===== src/rtl/npu_bus_pkg.sv =====
// Shared definitions for the NPU bus-side blocks: master FSM states,
// Wishbone word/select widths and the per-beat address step.
package npu_bus_pkg;

  localparam int WORD_W = 32;
  localparam int SEL_W  = 4;
  localparam logic [WORD_W-1:0] ADR_INC = 32'd4;

  typedef enum logic [2:0] {
    ST_IDLE,
    ST_WDATA,
    ST_BUS,
    ST_RDATA,
    ST_DONE
  } wbmState_t;

  // Bursts are word-aligned; the byte offset of the start address is dropped.
  function automatic logic [WORD_W-1:0] alignAdr(input logic [WORD_W-1:0] adr);
    return {adr[WORD_W-1:2], 2'b00};
  endfunction

endpackage


===== src/rtl/wbm_beat_ctr.sv =====
// Beat down-counter and per-beat response timeout for the Wishbone master.
// o_lastBeat is high while the beat in flight is the final one of the burst.
module wbm_beat_ctr
  import npu_bus_pkg::*;
#(
  parameter int LEN_W  = 4,
  parameter int TO_CYC = 255
) (
  input  logic             i_clk,
  input  logic             i_rstN,
  input  logic             i_load,
  input  logic [LEN_W-1:0] i_len,
  input  logic             i_beatEnd,
  input  logic             i_toInc,
  input  logic             i_toClr,
  output logic             o_lastBeat,
  output logic             o_toHit
);

  localparam int TO_W = (TO_CYC < 2) ? 1 : $clog2(TO_CYC + 1);

  logic [LEN_W-1:0] r_beatCnt;
  logic [TO_W-1:0]  r_toCnt;

  always_ff @(posedge i_clk) begin
    if (!i_rstN) begin
      r_beatCnt <= '0;
    end else if (i_load) begin
      r_beatCnt <= i_len;
    end else if (i_beatEnd && (r_beatCnt != '0)) begin
      r_beatCnt <= r_beatCnt - 1'b1;
    end
  end

  always_ff @(posedge i_clk) begin
    if (!i_rstN) begin
      r_toCnt <= '0;
    end else if (i_toClr) begin
      r_toCnt <= '0;
    end else if (i_toInc) begin
      r_toCnt <= r_toCnt + 1'b1;
    end
  end

  // The counter holds the number of BUS cycles already spent, so the hit
  // flag is raised during the TO_CYC-th cycle without a response.
  assign o_lastBeat = (r_beatCnt == '0);
  assign o_toHit    = (r_toCnt == TO_W'(TO_CYC - 1));

endmodule


===== src/rtl/wb_master_port.sv =====
// Wishbone classic initiator: one command (single or incrementing burst) at a
// time, with valid/ready streams for write data in and read data out.
module wb_master_port
  import npu_bus_pkg::*;
#(
  parameter int LEN_W  = 4,
  parameter int TO_CYC = 255
) (
  input  logic              wb_clk_i,
  input  logic              wb_rst_i,
  input  logic              cmd_valid_i,
  output logic              cmd_ready_o,
  input  logic              cmd_we_i,
  input  logic [WORD_W-1:0] cmd_adr_i,
  input  logic [LEN_W-1:0]  cmd_len_i,
  input  logic [SEL_W-1:0]  cmd_sel_i,
  input  logic              wdat_valid_i,
  input  logic [WORD_W-1:0] wdat_i,
  output logic              wdat_ready_o,
  output logic              rdat_valid_o,
  output logic [WORD_W-1:0] rdat_o,
  input  logic              rdat_ready_i,
  output logic              done_o,
  output logic              err_o,
  output logic              wbm_cyc_o,
  output logic              wbm_stb_o,
  output logic              wbm_we_o,
  output logic [SEL_W-1:0]  wbm_sel_o,
  output logic [WORD_W-1:0] wbm_adr_o,
  output logic [WORD_W-1:0] wbm_dat_o,
  input  logic [WORD_W-1:0] wbm_dat_i,
  input  logic              wbm_ack_i,
  input  logic              wbm_err_i
);

  wbmState_t r_state;
  wbmState_t w_next;

  logic              r_we;
  logic [WORD_W-1:0] r_adr;
  logic [SEL_W-1:0]  r_sel;
  logic [WORD_W-1:0] r_wdat;
  logic [WORD_W-1:0] r_rdat;
  logic              r_err;
  logic              r_more;

  logic w_accept;
  logic w_wLatch;
  logic w_beatEnd;
  logic w_abort;
  logic w_lastBeat;
  logic w_toHit;

  wbm_beat_ctr #(
    .LEN_W (LEN_W),
    .TO_CYC(TO_CYC)
  ) u_beatCtr (
    .i_clk     (wb_clk_i),
    .i_rstN    (wb_rst_i),
    .i_load    (w_accept),
    .i_len     (cmd_len_i),
    .i_beatEnd (w_beatEnd),
    .i_toInc   (r_state == ST_BUS),
    .i_toClr   (w_beatEnd || w_abort),
    .o_lastBeat(w_lastBeat),
    .o_toHit   (w_toHit)
  );

  always_ff @(posedge wb_clk_i) begin
    if (!wb_rst_i) begin
      r_state <= ST_IDLE;
    end else begin
      r_state <= w_next;
    end
  end

  // A bus error outranks an ack arriving in the same cycle.
  always_comb begin
    w_next    = r_state;
    w_accept  = 1'b0;
    w_wLatch  = 1'b0;
    w_beatEnd = 1'b0;
    w_abort   = 1'b0;
    case (r_state)
      ST_IDLE: begin
        if (cmd_valid_i) begin
          w_accept = 1'b1;
          w_next   = cmd_we_i ? ST_WDATA : ST_BUS;
        end
      end
      ST_WDATA: begin
        if (wdat_valid_i) begin
          w_wLatch = 1'b1;
          w_next   = ST_BUS;
        end
      end
      ST_BUS: begin
        if (wbm_err_i || w_toHit) begin
          w_abort = 1'b1;
          w_next  = ST_DONE;
        end else if (wbm_ack_i) begin
          w_beatEnd = 1'b1;
          if (!r_we) begin
            w_next = ST_RDATA;
          end else if (w_lastBeat) begin
            w_next = ST_DONE;
          end else begin
            w_next = ST_WDATA;
          end
        end
      end
      ST_RDATA: begin
        if (rdat_ready_i) begin
          w_next = r_more ? ST_BUS : ST_DONE;
        end
      end
      ST_DONE: begin
        w_next = ST_IDLE;
      end
      default: begin
        w_next = ST_IDLE;
      end
    endcase
  end

  // r_more remembers whether a read beat that already ended still has
  // successors, since the beat counter has moved on by the time RDATA decides.
  always_ff @(posedge wb_clk_i) begin
    if (!wb_rst_i) begin
      r_we   <= 1'b0;
      r_adr  <= '0;
      r_sel  <= '0;
      r_wdat <= '0;
      r_rdat <= '0;
      r_err  <= 1'b0;
      r_more <= 1'b0;
    end else begin
      if (w_accept) begin
        r_we  <= cmd_we_i;
        r_adr <= alignAdr(cmd_adr_i);
        r_sel <= cmd_sel_i;
        r_err <= 1'b0;
      end
      if (w_wLatch) begin
        r_wdat <= wdat_i;
      end
      if (w_beatEnd) begin
        r_adr  <= r_adr + ADR_INC;
        r_more <= !w_lastBeat;
        if (!r_we) begin
          r_rdat <= wbm_dat_i;
        end
      end
      if (w_abort) begin
        r_err <= 1'b1;
      end
    end
  end

  assign cmd_ready_o  = (r_state == ST_IDLE);
  assign wdat_ready_o = (r_state == ST_WDATA);
  assign rdat_valid_o = (r_state == ST_RDATA);
  assign done_o       = (r_state == ST_DONE);
  assign wbm_stb_o    = (r_state == ST_BUS);
  assign wbm_cyc_o    = (r_state == ST_WDATA) || (r_state == ST_BUS) || (r_state == ST_RDATA);
  assign wbm_we_o     = r_we;
  assign wbm_sel_o    = r_sel;
  assign wbm_adr_o    = r_adr;
  assign wbm_dat_o    = r_wdat;
  assign rdat_o       = r_rdat;
  assign err_o        = r_err;

endmodule


===== config.mk =====
export PLATFORM = sky130hd
export DESIGN_NAME = wb_master_port
export DESIGN_NICKNAME = d
export VERILOG_FILES = /design/src/rtl/npu_bus_pkg.sv /design/src/rtl/wbm_beat_ctr.sv /design/src/rtl/wb_master_port.sv
export SDC_FILE = /design/constraint.sdc
export NUM_CORES = 1
export LEC_CHECK = 0
export BUFFER_PORTS_ARGS = -buffer_cell sky130_fd_sc_hd__buf_4
export CORE_UTILIZATION = 35
export DETAILED_ROUTE_END_ITERATION = 6
export PLACE_DENSITY = 0.65
export SYNTH_ARGS = -nofsm -noshare
export SYNTH_HDL_FRONTEND = slang
export SYNTH_SLANG_ARGS = --single-unit

===== constraint.sdc =====
create_clock -name wb_clk_i -period 2 [get_ports wb_clk_i]
set_input_delay 0.2 -clock wb_clk_i [delete_from_list [all_inputs] [get_ports wb_clk_i]]
set_output_delay 0.2 -clock wb_clk_i [all_outputs]
set_load 0.005 [all_outputs]

# After elaboration in Yosys (flattened, before gate mapping)
# Index checks and enable logic that the tools add are counted.
word_totals:
  regBits: 118
  in_bits: 112
  output_inout_bits: 108
  word_cells: 64
classes:
  n_addsub: 3
  eq_ne: 9
  muxes: 25
  bitwise: 2
  n_reduce_logical: 15
ops:
  columns: ["cell", "n"]
  rows:
  - ["$mux W32", 2]
  - ["$add A32 B3 Y32 const B", 1]
  - ["$mux W3", 8]
  - ["$pmux W3 S4", 1]
  - ["$mux W1", 11]
  - ["$add A8 B1 Y8 const B", 1]
  - ["$eq A8 B8 Y1 const B", 1]
  - ["$mux W4", 2]
  - ["$eq A3 B2 Y1 const B", 2]
  - ["$reduce_bool A2 Y1", 3]
  - ["$logic_not A4 Y1", 1]
  - ["$logic_or A1 B1 Y1", 4]
  - ["$ne A2 B2 Y1 const B", 2]
  - ["$reduce_and A4 Y1", 1]
  - ["$reduce_bool A4 Y1", 1]
  - ["$sub A4 B1 Y4 const B", 1]
  - ["$eq A3 B1 Y1 const B", 1]
  - ["$eq A3 B3 Y1 const B", 1]
  - ["$logic_not A3 Y1", 1]
  - ["$ne A3 B1 Y1 const B", 1]
  - ["$mux W2", 1]
  - ["$ne A2 B1 Y1 const B", 1]
  - ["$not A1 Y1", 2]
  - ["$reduce_and A2 Y1", 1]
  - ["3 further kinds", 3]

# Logic depth before layout (Yosys ltp)
# Gate-level depths: netlist of run 1.
depth:
  ltp_word: 7
  depth_mapped: 8

# Modules after synthesis
# Synthesis of run 1 repeated with hierarchy kept, for this count alone.
unflattened:
  cells_unflattened: 662
  area_unflattened_um2: 5114.9
by_module_without_submodules:
  columns: ["mod", "instances", "cells_each", "area_per_inst_um2", "seq_area_each_um2"]
  rows:
  - ["wb_master_port", 1, 590, 4504.3, 2082.0]
  - ["wbm_beat_ctr", 1, 72, 610.6, 240.2]

# Least setup slack after synthesis of run 1
# Ideal clock, no wire load.
synth_timing:
  kind: "flip-flop to flip-flop"
  start: "register r_adr[2], in the netlist wbm_adr_o[2]"
  end: "register r_adr[16], in the netlist wbm_adr_o[16]"
  setup_time_ns: 0.074
  arrival_ns: 1.964
  required_time_ns: 1.926
  slack_ns: -0.038
  path_stages_with_launch: 7
  path_buffers: 0
  period_less_slack_ns: 2.038
  cell_sequence: "dfxtp_1 > ha_1 > nand3_2 > or3_4 > or3_1 > or3_1 > a31oi_1"
synth_between:
  elab_chain_len: 2
synth_rtl:
  columns: ["element", "line_no", "source"]
  rows:
  - ["start, declared", "wb_master_port.sv:40", "logic [WORD_W-1:0] r_adr;"]
  - ["start signal, assigned", "wb_master_port.sv:140", "r_adr <= alignAdr(cmd_adr_i);"]
  - ["start signal, assigned", "wb_master_port.sv:148", "r_adr <= r_adr + ADR_INC;"]
  - ["$add A32 B3 Y32", "wb_master_port.sv:148", null]
  - ["$mux W32", "wb_master_port.sv:147", "if (w_beatEnd) begin"]
# No other way between the ends.
# A chain may end at the register's enable or synchronous reset.

# Worst setup path after layout of run 1
layout_timing:
  start: "register r_adr[9], in the netlist wbm_adr_o[9]"
  end: "register r_adr[16], in the netlist wbm_adr_o[16]"
# Same word-level chain as after synthesis.

==> results of run 1 <==
## final cells by class
class                   instances  area, um^2
fillers                      1360        6230
multi-input cells             476        2610
flip-flops and latches        116        2330
repair buffers                266        2070
clock buffers                  18         439
well taps                     180         225
clock inverters                14         153
inverters                      10        37.5
## sequential cells by signal (all words and copies together) (netlist names)
signal               flops
wbm_dat_o               32
wbm_adr_o               30
wbm_we_o                 1
r_more                   1
r_state                  3
u_beatCtr.r_beatCnt      4
u_beatCtr.r_toCnt        8
wbm_sel_o                4
err_o                    1
rdat_o                  32
## routing by layer
layer	routed length, um	share of wire [%]	track usage [%]	up-vias
li1	-	-	-	2754
met1	7070	44	26.2	2515
met2	7760	48	34.8	154
met3	989	6.2	6.13	22
met4	258	1.6	7.91	0
met5	0	0	0	-
## stage by stage
step,std cells,util [%]
2_1_floorplan,649,-
3_3_place_gp,1046,51.1
3_5_place_dp,1046,51.1
4_1_cts,1078,55.3
5_1_grt,1080,55.8
6_report,1080,55.8
## logic make-up (layout without fill, tap and decap cells)
| kind of cell | after synthesis | after routing | share of synthesized area, % |
|---|---|---|---|
| other | 1 | 2 | 0.0731 |
| XOR/XNOR | 9 | 9 | 1.54 |
| flip-flops | 116 | 116 | 45.3 |
| buffers and inverters | 57 | 308 | 4.90 |
| AND/OR/NAND/NOR | 295 | 295 | 27.1 |
| adder cells (fa/ha/maj) | 5 | 5 | 1.22 |
| multiplexers | 7 | 7 | 1.39 |
| AO/OA/AOI/OAI | 158 | 158 | 18.5 |
## worst reg2reg max path, delay by kind of cell (launching register included)
kind            cells  cell delay (ns)
simple gates        4             1.32
flops               1             0.39
compound gates      1             0.16
## timing repair
item	4_1_cts	5_1_grt
resized for setup	0	14
hold endpoints to repair	0	0
buffers inserted	0	2
setup endpoints to repair	0	18
## power breakdown
group / total (W) / internal (W) / switching, W
logic: 0.00220 / 0.00110 / 0.00110
clock network: 0.00304 / 0.00188 / 0.00116
registers: 0.00281 / 0.00260 / 0.000216
## how the worst max path moves through the flow
stage	to	slack, ns
after floorplan	wbm_adr_o[24]	0.03
after global placement	wbm_adr_o[24]	0.06
after detailed placement	wbm_adr_o[14]	0.01
after CTS	wbm_adr_o[14]	0.01
after global routing	wbm_adr_o[25]	-0.02
final	wbm_adr_o[16]	0.07
## Yosys cell counts (2+ instances only)
cell type and number:
a211oi_1 3, or4_1 9, inv_1 9, buf_2 8
a2bb2oi_1 4, buf_4 2, xnor2_1 2, dfxtp_1 116
nand3_1 18, a31oi_1 17, nand4b_1 4, and3_1 12
and2_1 5, buf_6 2, nor3_1 13, and4_1 4
ha_1 5, nor2_1 17, or3_4 2, o21ai_0 11
o211ai_1 9, or3_1 8, o311ai_0 6, o21a_1 3
nor4_1 6, a22oi_1 2, mux2i_1 6, nand2_1 177
clkbuf_1 34, nand4_1 10, a32oi_1 3, nor3b_1 2
xor2_1 7, a21oi_1 90
==> metrics.txt, run 1 <==
status=finished clean; total power=slightly above 0.008 W; max_cap viols=0; crit path max fanout=5; reg2reg setup slack=0.07 ns; min-delay worst type=in2reg; clock latency on the worst-skew pair=0.42 ns; detailed-route DRC error count=0; cell family with most CP delay=simple AND/OR/NAND/NOR gates; RR Startpoint=wbm_adr_o[9]; Synth area leaders=dfxtp_1 45%, nand2_1 13%, a21oi_1 8.8%; clk buf depth=2; Worst Path Required=2.34 ns; post-layout instance area=0.00786 mm^2; H-tree Lvls=4; setup ws final=0.0660 ns; CTS buffer count=17; Seq/Total Area, Yosys=approximately 45%; Die Y=123 um; Hold Buf Count CTS=0; Post-Syn Instances=roughly 650; average vias per placed instance=about 5.0; DR pass1 iterations=4; Yosys cell types=between 50 and 60; final period utilization=96.7%; Fmax achieved=517 MHz; most frequent cells in the layout=258 x buf_4, 175 x nand2_1, 110 x dfxtp_1; worst path cell trace=nand4_1 > or3_4 > or3_4 > or3_1 > a31oi_1; Worst Hold Slack=roughly 0.026 ns; DRT Wirelength=16100 um; Synth Cell Area=0.00513 mm^2; commonest non-fill, non-tap cell in the layout=buf_4; routed length per instance=around 15 um; fin nets=1004; root buffer cell=clkbuf_16; Startpoint Class=flip-flop; die width=123 um; syn avg cell area=about 7.9 um^2; Setup TNS=0 ns; asr flop ratio synth=0%; Leakage=3.24 nW; WP depth=5; R2R depth=5; FP Rows=43; Final HPWL DP=11200 um; Final Slew Violations=0; Ports=between 200 and 250; via count=5445; CTS tree=done; P&R area growth vs syn=53.2%; Hold Vio Cnt, Final=0; yosys synthesis warning count=0; CP endpoint kind=flip-flop; Reg2Reg Capture Point=wbm_adr_o[16]; n_diodes=0; area leader, netlist=dfxtp_1; Area after DPL=0.00721 mm^2; power per cell area=1020 mW/mm^2; Final min period=a little under 2 ns; vias in the first global route=a little over 5k; GRT Total Usage=between 20% and 30%; Core Region=0.0141 mm^2; CP max stage cell=or3_4; Initial Util=36.4%; FF+latch count, synth=116; Crit Path Category=reg2reg; post-route ant nets=0; Primary FF master, synth=dfxtp_1; critical path data arrival time=approximately 2.3 ns; Critical Path Start=wbm_adr_o[9]; largest net degree at the start of global routing=99; initial antenna violation count=0; VDD IR max=between 600 and 700 uV; Hold EP=wbm_dat_o[6]; CTS clock-pin slew for the worst setup and hold paths=0.06 ns; Port Buffers=215; CTS sink cnt=116; CP most frequent cell=or3_4; top-area cell type share of the netlist area=between 40% and 50%; RSZ-0062 raised after global routing=yes; Final setup viols=0; die area=0.0151 mm^2; clock skew=0.00777 ns; start point of the worst hold path=wdat_i[6]; worst path bufs/invs=0; dpl ws=~0.013 ns; EDFF count, synth=0; Detailed Route Iter0 Violations=~220; Max stage delay on crit path=roughly 0.44 ns; Cells on Worst Hold Path=3; placer's final routability congestion estimate=between 0.7 and 0.8; share of cells above drive strength 1=36.0%; first-pass GRT wire length=24900 um; grt ovf=0
(Power assumes the default switching activity.)
==> inputs of run 2 (changes only) <==
--- a/config.mk
+++ b/config.mk
@@ -8,7 +8,8 @@
 export BUFFER_PORTS_ARGS = -buffer_cell sky130_fd_sc_hd__buf_4
 export CORE_UTILIZATION = 35
 export DETAILED_ROUTE_END_ITERATION = 6
-export PLACE_DENSITY = 0.65
+export MAX_ROUTING_LAYER = met4
+export PLACE_DENSITY_LB_ADDON = 0.2
 export SYNTH_ARGS = -nofsm -noshare
 export SYNTH_HDL_FRONTEND = slang
 export SYNTH_SLANG_ARGS = --single-unit
==> run 2 against run 1 <==
Against the previous run:
- final area grew 0.24%
- sequential power up 1%
- clock-buffer cell count grew 5
- sequential share of layout area decreased by 0.055 points
- combinational power hardly changed
- via count up 2.1%
- cell count fell by 0.83%
- maximum frequency down 2.1%
- worst hold slack worse by 0.0082 ns
==> metrics.txt, run 2 (same netlist as run 1, synthesis figures left out) <==
status=finished clean; setup ws final=0.0238 ns (-0.0422 ns); met1 usage=26.9% (+0.67 points); crit path max fanout=8 (+3); largest net degree at the start of global routing=99 (unchanged); DRT Wirelength=16600 um (+3.3%); die width=123 um (unchanged); Ports=220 (unchanged); clock skew=0.00787 ns (+0.000104 ns); Max stage delay on crit path=0.44 ns (about the same); Fmax achieved=506 MHz (-2.1%); FP Rows=43 (unchanged); Port Buffers=215 (unchanged); post-route ant nets=0 (unchanged); cell family with most CP delay=simple AND/OR/NAND/NOR gates; most frequent cells in the layout=251 x buf_4, 176 x nand2_1, 111 x dfxtp_1; CP most frequent cell=or3_1; Internal=0.00596 W (+6.9%); Die Y=123 um (unchanged); Detailed Route Iter0 Violations=296 (+34%); met3 Use GR=5.72% (-0.42 points); Core Region=0.0141 mm^2 (unchanged); RSZ-0062 raised after global routing=yes; n_diodes=0 (unchanged); Crit Path Category=reg2reg; routed length per instance=15.5 um (+4.2%); die area=0.0151 mm^2 (unchanged); Switching Share=28.8% (-2.0 points); Reg power frac=34.1% (-0.8 points); DR pass1 iterations=4 (unchanged); fin nets=995 (-0.90%); initial antenna violation count=0 (unchanged); Startpoint Class=flip-flop; CTS clock-pin slew for the worst setup and hold paths=0.06 ns (about the same); Fillers=1332 (-2.1%); power per cell area=1060 mW/mm^2 (+3.7%); grt ovf=0 (unchanged); placer's final routability congestion estimate=0.884 (+13%); via count=5557 (+2.1%); H-tree Lvls=4 (unchanged); vias in the first global route=5297 (+4.2%); Final min period=1.98 ns (+0.0422 ns); clock latency on the worst-skew pair=0.41 ns (about the same); Hold Buf Count CTS=0 (unchanged); Leakage=3.23 nW (-0.37%); CP max stage cell=or3_1; GRT Total Usage=22.5% (+1.3 points); root buffer cell=clkbuf_16; Hold Vio Cnt, Final=0 (unchanged); sw power=0.00241 W (-2.8%); worst path bufs/invs=0 (unchanged); P&R area growth vs syn=53.6%; CTS tree=done; Clock power frac=39.7% (+1.9 points); max_cap viols=0 (unchanged); Initial Util=36.4% (unchanged); clk buf depth=2 (unchanged); critical path data arrival time=2.31 ns (+0.03 ns); first-pass GRT wire length=25700 um (+3.1%); commonest non-fill, non-tap cell in the layout=buf_4; min-delay worst type=in2reg; share of cells above drive strength 1=35.0% (-0.98 points); Top Usage Layer GRT=met2; area of the multi-input gates=0.00264 mm^2 (+1.2%); final period utilization=98.8% (+2.1 points); Logic pwr share=26.2% (-1.1 points); Final setup viols=0 (unchanged); CTS sink cnt=116 (unchanged); average vias per placed instance=5.19 (+2.9%); VDD IR max=657 uV (+3.1%); Final HPWL DP=11800 um (+5.4%); detailed-route DRC error count=0 (unchanged); end-of-flow core utilization=55.9% (+0.13 points); Worst Path Required=2.33 ns (about the same); dpl ws=-0.0134 ns (-0.0265 ns); CP endpoint kind=flip-flop; worst path cell trace=and4_1 > a41o_4 > or3_1 > or3_1 > a31oi_1; GRT met2 Usage=35.9% (+1.1 points); CTS buffer count=17 (unchanged); Storage cell area=0.00233 mm^2 (about the same); Final Slew Violations=0 (unchanged)
==> run 2: cell types whose count changed in the layout (fill, tap and decap cells not counted), sizes merged <==
cell      previous run  this run
bufinv               2         5
clkbuf              18        23
clkinv               4         2
clkinvlp             4         2
inv                 14        10
buf                266       257
==> run 2: area by class of cell <==
class | instances | share of cell area, %
tap | 180 | 2.86
multi-input combinational | 476 | 33.5
timing repair buffer | 257 | 25.4
clock inverter | 9 | 2.22
inverter | 10 | 0.476
clock buffer | 23 | 5.94
sequential | 116 | 29.6
==> run 2: path summary, 6_finish.rpt <==
check | cells past startpoint | slack (ns) | from | to
max | 5 | 0.02 | u_beatCtr.r_toCnt[4] | wbm_adr_o[15]
min | 3 | 0.02 | cmd_len_i[1] | u_beatCtr.r_beatCnt[1]
max reg2reg | 5 | 0.02 | u_beatCtr.r_toCnt[4] | wbm_adr_o[15]
min reg2reg | 2 | 0.45 | err_o | err_o
==> run 2: worst register-to-register path, delay by kind of cell (launching register included) <==
kind               cells  cell delay (ns)
AOI/OAI and AO/OA      2             0.51
DFF                    1             0.33
and+or+nand+nor        3             1.04
==> run 2: stage by stage <==
step	TNS, ns	hold WS, ns	instances	area, um^2	power, W
4_1_cts	0	0.00717	1069	7800	0.00838
2_1_floorplan	0	0.332	649	5140	0.00388
3_5_place_dp	-0.0247	0.440	1037	7150	0.00502
3_3_place_gp	0	0.433	1037	7150	0.00496
6_report	0	0.0182	1071	7880	0.00837
5_1_grt	-0.0196	0.0271	1071	7880	0.00880
==> run 2: power by group through the flow <==
stage / clock (W) / combinational (W) / sequential [W]
2_1_floorplan: 0 / 0.00102 / 0.00286
3_3_place_gp: 0 / 0.00209 / 0.00286
3_5_place_dp: 0 / 0.00215 / 0.00288
4_1_cts: 0.00338 / 0.00216 / 0.00283
5_1_grt: 0.00349 / 0.00242 / 0.00289
6_report: 0.00333 / 0.00219 / 0.00285
==> run 2: what timing repair did <==
item | 4_1_cts | 5_1_grt
setup buffers | 0 | 2
endpoints found under the setup margin | 6 | 19
pin swaps | 0 | 4
gates resized for setup | 2 | 14
==> run 2: per-layer routing <==
metal / wire, um / share of wire (%) / up-vias
met5: 0 / 0 / -
met4: 295 / 1.8 / 0
met3: 1250 / 7.5 / 26
met2: 8190 / 49 / 213
met1: 6880 / 41 / 2576
li1: - / - / 2742
==> inputs of run 3 (changes only) <==
--- a/config.mk
+++ b/config.mk
@@ -5,7 +5,9 @@
 export SDC_FILE = /design/constraint.sdc
 export NUM_CORES = 1
 export LEC_CHECK = 0
+export ABC_AREA = 1
 export BUFFER_PORTS_ARGS = -buffer_cell sky130_fd_sc_hd__buf_4
+export CORE_MARGIN = 1
 export CORE_UTILIZATION = 35
 export DETAILED_ROUTE_END_ITERATION = 6
 export MAX_ROUTING_LAYER = met4
==> run 3 against run 2 <==
Against the previous run:
- routed wire length increased by 7.4%
- sequential share of layout area down 2.1 points
- utilization fell by 3.2 points
- clock-buffer cell count fell by 1
- synthesized cell count up 33%
- combinational power is essentially flat
- die area rose by 13%
- global-route usage decreased by 0.83 points
- via count increased by 12%
- worst hold slack worse by 0.012 ns
- register-to-register slack improved by 0.21 ns
- critical path type unchanged
- largest power group unchanged
==> metrics.txt, run 3 <==
status=finished clean; Core Region=0.0161 mm^2 (+14%); power per cell area=969 mW/mm^2 (-8.8%); most numerous cell in the Yosys netlist=nor2_1; die width=131 um (+6.5%); Final Slew Violations=0 (unchanged); Leakage=3.68 nW (+14%); post-route ant nets=0 (unchanged); syn avg cell area=6.75 um^2 (-15%); Initial Util=36.3% (-0.098 points); max_cap viols=0 (unchanged); root buffer cell=clkbuf_16; clock latency on the worst-skew pair=0.42 ns (about the same); CTS sink cnt=116 (unchanged); placer's final routability congestion estimate=0.912 (+3.2%); Startpoint Class=flip-flop; commonest non-fill, non-tap cell in the layout=buf_4; Fillers=1604 (+20%); PostCTS Resize Cnt=0 (-2); synth cell count leaders=200 x nor2_1, 196 x nand2_1, 116 x dfxtp_1; Synth Cell Area=0.00583 mm^2 (+14%); n_diodes=0 (unchanged); yosys synthesis warning count=0 (unchanged); Max stage delay on crit path=0.34 ns (-0.10 ns); vias in the first global route=5618 (+6.1%); Least-Margin Pin Slew=0.555 ns; H-tree Lvls=4 (unchanged); asr flop ratio synth=0% (unchanged); area leader, netlist=dfxtp_1; EDFF count, synth=0 (unchanged); clk buf depth=2 (unchanged); setup ws final=0.238 ns (+0.215 ns); first-pass GRT wire length=27600 um (+7.4%); RSZ-0062 raised after global routing=no; Final HPWL DP=12900 um (+8.8%); Post-Syn Instances=864 (+33%); FF+latch count, synth=116 (unchanged); dpl ws=0.224 ns (+0.237 ns); Slew headroom=between 60% and 70%; crit path max fanout=37 (+29); worst path cell trace=inv_1 > ha_1 > nand3_4 > nand2_4 > nor2_4 > buf_12 > nand2_2 > nand2_1 > nand3_1 > nand2_1 > inv_1; detailed-route DRC error count=0 (unchanged); Detailed Route Iter0 Violations=307 (+3.7%); fin nets=1209 (+22%); CP endpoint kind=flip-flop; Final min period=1.76 ns (-0.215 ns); P&R area growth vs syn=45.1%; Final setup viols=0 (unchanged); grt ovf=0 (unchanged); Die Y=131 um (+6.5%); Fmax achieved=568 MHz (+12%); via count=6197 (+12%); DRT Wirelength=17800 um (+7.4%); Hold Vio Cnt, Final=0 (unchanged); clock skew=0.0151 ns (+0.00727 ns); Worst Path Required=2.31 ns (-0.02 ns); min-delay worst type=in2reg; average vias per placed instance=4.69 (-9.5%); FP Rows=46 (+7.0%); CTS clock-pin slew for the worst setup and hold paths=0.06 ns (about the same); Yosys cell types=36 (-36%); Crit Path Category=reg2reg; die area=0.0172 mm^2 (+13%); final period utilization=88.1% (-11 points); GRT Total Usage=21.6% (-0.83 points); CTS buffer count=17 (unchanged); Ports=220 (unchanged); Primary FF master, synth=dfxtp_1; routed length per instance=13.5 um (-13%); Port Buffers=215 (unchanged); most frequent cells in the layout=226 x buf_4, 200 x nor2_1, 196 x nand2_1; Setup TNS=0 ns (unchanged); critical path data arrival time=2.07 ns (-0.24 ns); Synth area leaders=dfxtp_1 40%, nor2_1 13%, nand2_1 13%; largest net degree at the start of global routing=50 (-49%); top-area cell type share of the netlist area=39.8% (-5.4 points); Seq/Total Area, Yosys=39.8% (-5.4 points); initial antenna violation count=0 (unchanged); worst path bufs/invs=3 (+3); cell family with most CP delay=simple AND/OR/NAND/NOR gates; VDD IR max=588 uV (-10%); CP max stage cell=dfxtp_1; CTS tree=done; share of cells above drive strength 1=28.6% (-6.4 points); DR pass1 iterations=5 (+1)
-- run 3: cell types whose count changed in the layout (fill, tap and decap cells not counted), moves of 10 or more --
cell / delta
o21ai_1: +12
nor3_1: -10
a21oi_1: -65
buf_4: -25
a31oi_1: -16
and3_1: -12
nor2_1: +183
nand2_1: +20
o21ai_0: +61
dlygate4sd3_1: +21
inv_1: +40
nand3_1: +46
a21oi_2: +20
-- run 3: final cells by class --
type	count	area (um^2)	area share (%)
timing repair buffer	251	1990	23.5
tap	216	270	3.20
sequential	116	2320	27.5
inverter	54	203	2.40
multi-input combinational	652	3080	36.4
clock buffer	22	464	5.49
clock inverter	9	129	1.52
-- run 3: cell families (layout without fill, tap and decap cells) --
group | Yosys count | after routing | synth area share, %
simple gates | 498 | 498 | 36.6
compound gates | 133 | 133 | 12.9
flops | 116 | 116 | 39.8
buf+inv | 97 | 336 | 7.41
xor+xnor | 14 | 14 | 2.10
fa+ha+maj | 5 | 5 | 1.07
other cells | 1 | 2 | 0.0643
-- run 3: worst paths after layout --
check / cells past startpoint / start / slack (ns) / to
setup / recovery: 11 / u_beatCtr.r_toCnt[0] / 0.24 / u_beatCtr.r_beatCnt[0]
hold reg to reg: 2 / wbm_sel_o[1] / 0.46 / wbm_sel_o[1]
setup reg to reg: 11 / u_beatCtr.r_toCnt[0] / 0.24 / u_beatCtr.r_beatCnt[0]
hold / removal: 3 / wdat_i[8] / 0.006 / wbm_dat_o[8]
-- run 3: metrics by stage --
step	power [W]	area, um^2	instances	hold WS, ns	utilization [%]
finish	0.00820	8460	1320	0.00616	52.7
global route	0.00868	8460	1320	0.00596	52.7
CTS	0.00828	8460	1320	0.000469	52.7
detailed placement	0.00514	7650	1268	0.425	47.7
global placement	0.00512	7650	1268	0.422	47.7
floorplan	0.00415	5830	865	0.335	-
-- run 3: timing repair --
| action | 4_1_cts | 5_1_grt |
|---|---|---|
| buffers inserted | 0 | 0 |
| endpoints found under the hold margin | 21 | 0 |
| hold buffers | 21 | 0 |
-- run 3: routing by layer --
metal	wire length, um	vias up	global-route usage (%)
li1	-	3208	-
met1	7760	2772	25.8
met2	8450	197	34.5
met3	1370	20	6.31
met4	271	0	7.78
met5	0	-	-
-- run 3: report_power, final --
| group | switching [W] | internal, W | total, W | leakage (nW) |
|---|---|---|---|---|
| clock network | 0.00106 | 0.00201 | 0.00308 | 0.286 |
| logic | 0.00114 | 0.00104 | 0.00218 | 2.44 |
| registers | 0.000310 | 0.00263 | 0.00294 | 0.945 |
| total | 0.00251 | 0.00568 | 0.00820 | 3.68 |
-- run 3: worst min-delay path, cell delays in order --
cell    delay, ns
buf_4        0.08
nor2_1       0.03
nor2_1       0.08
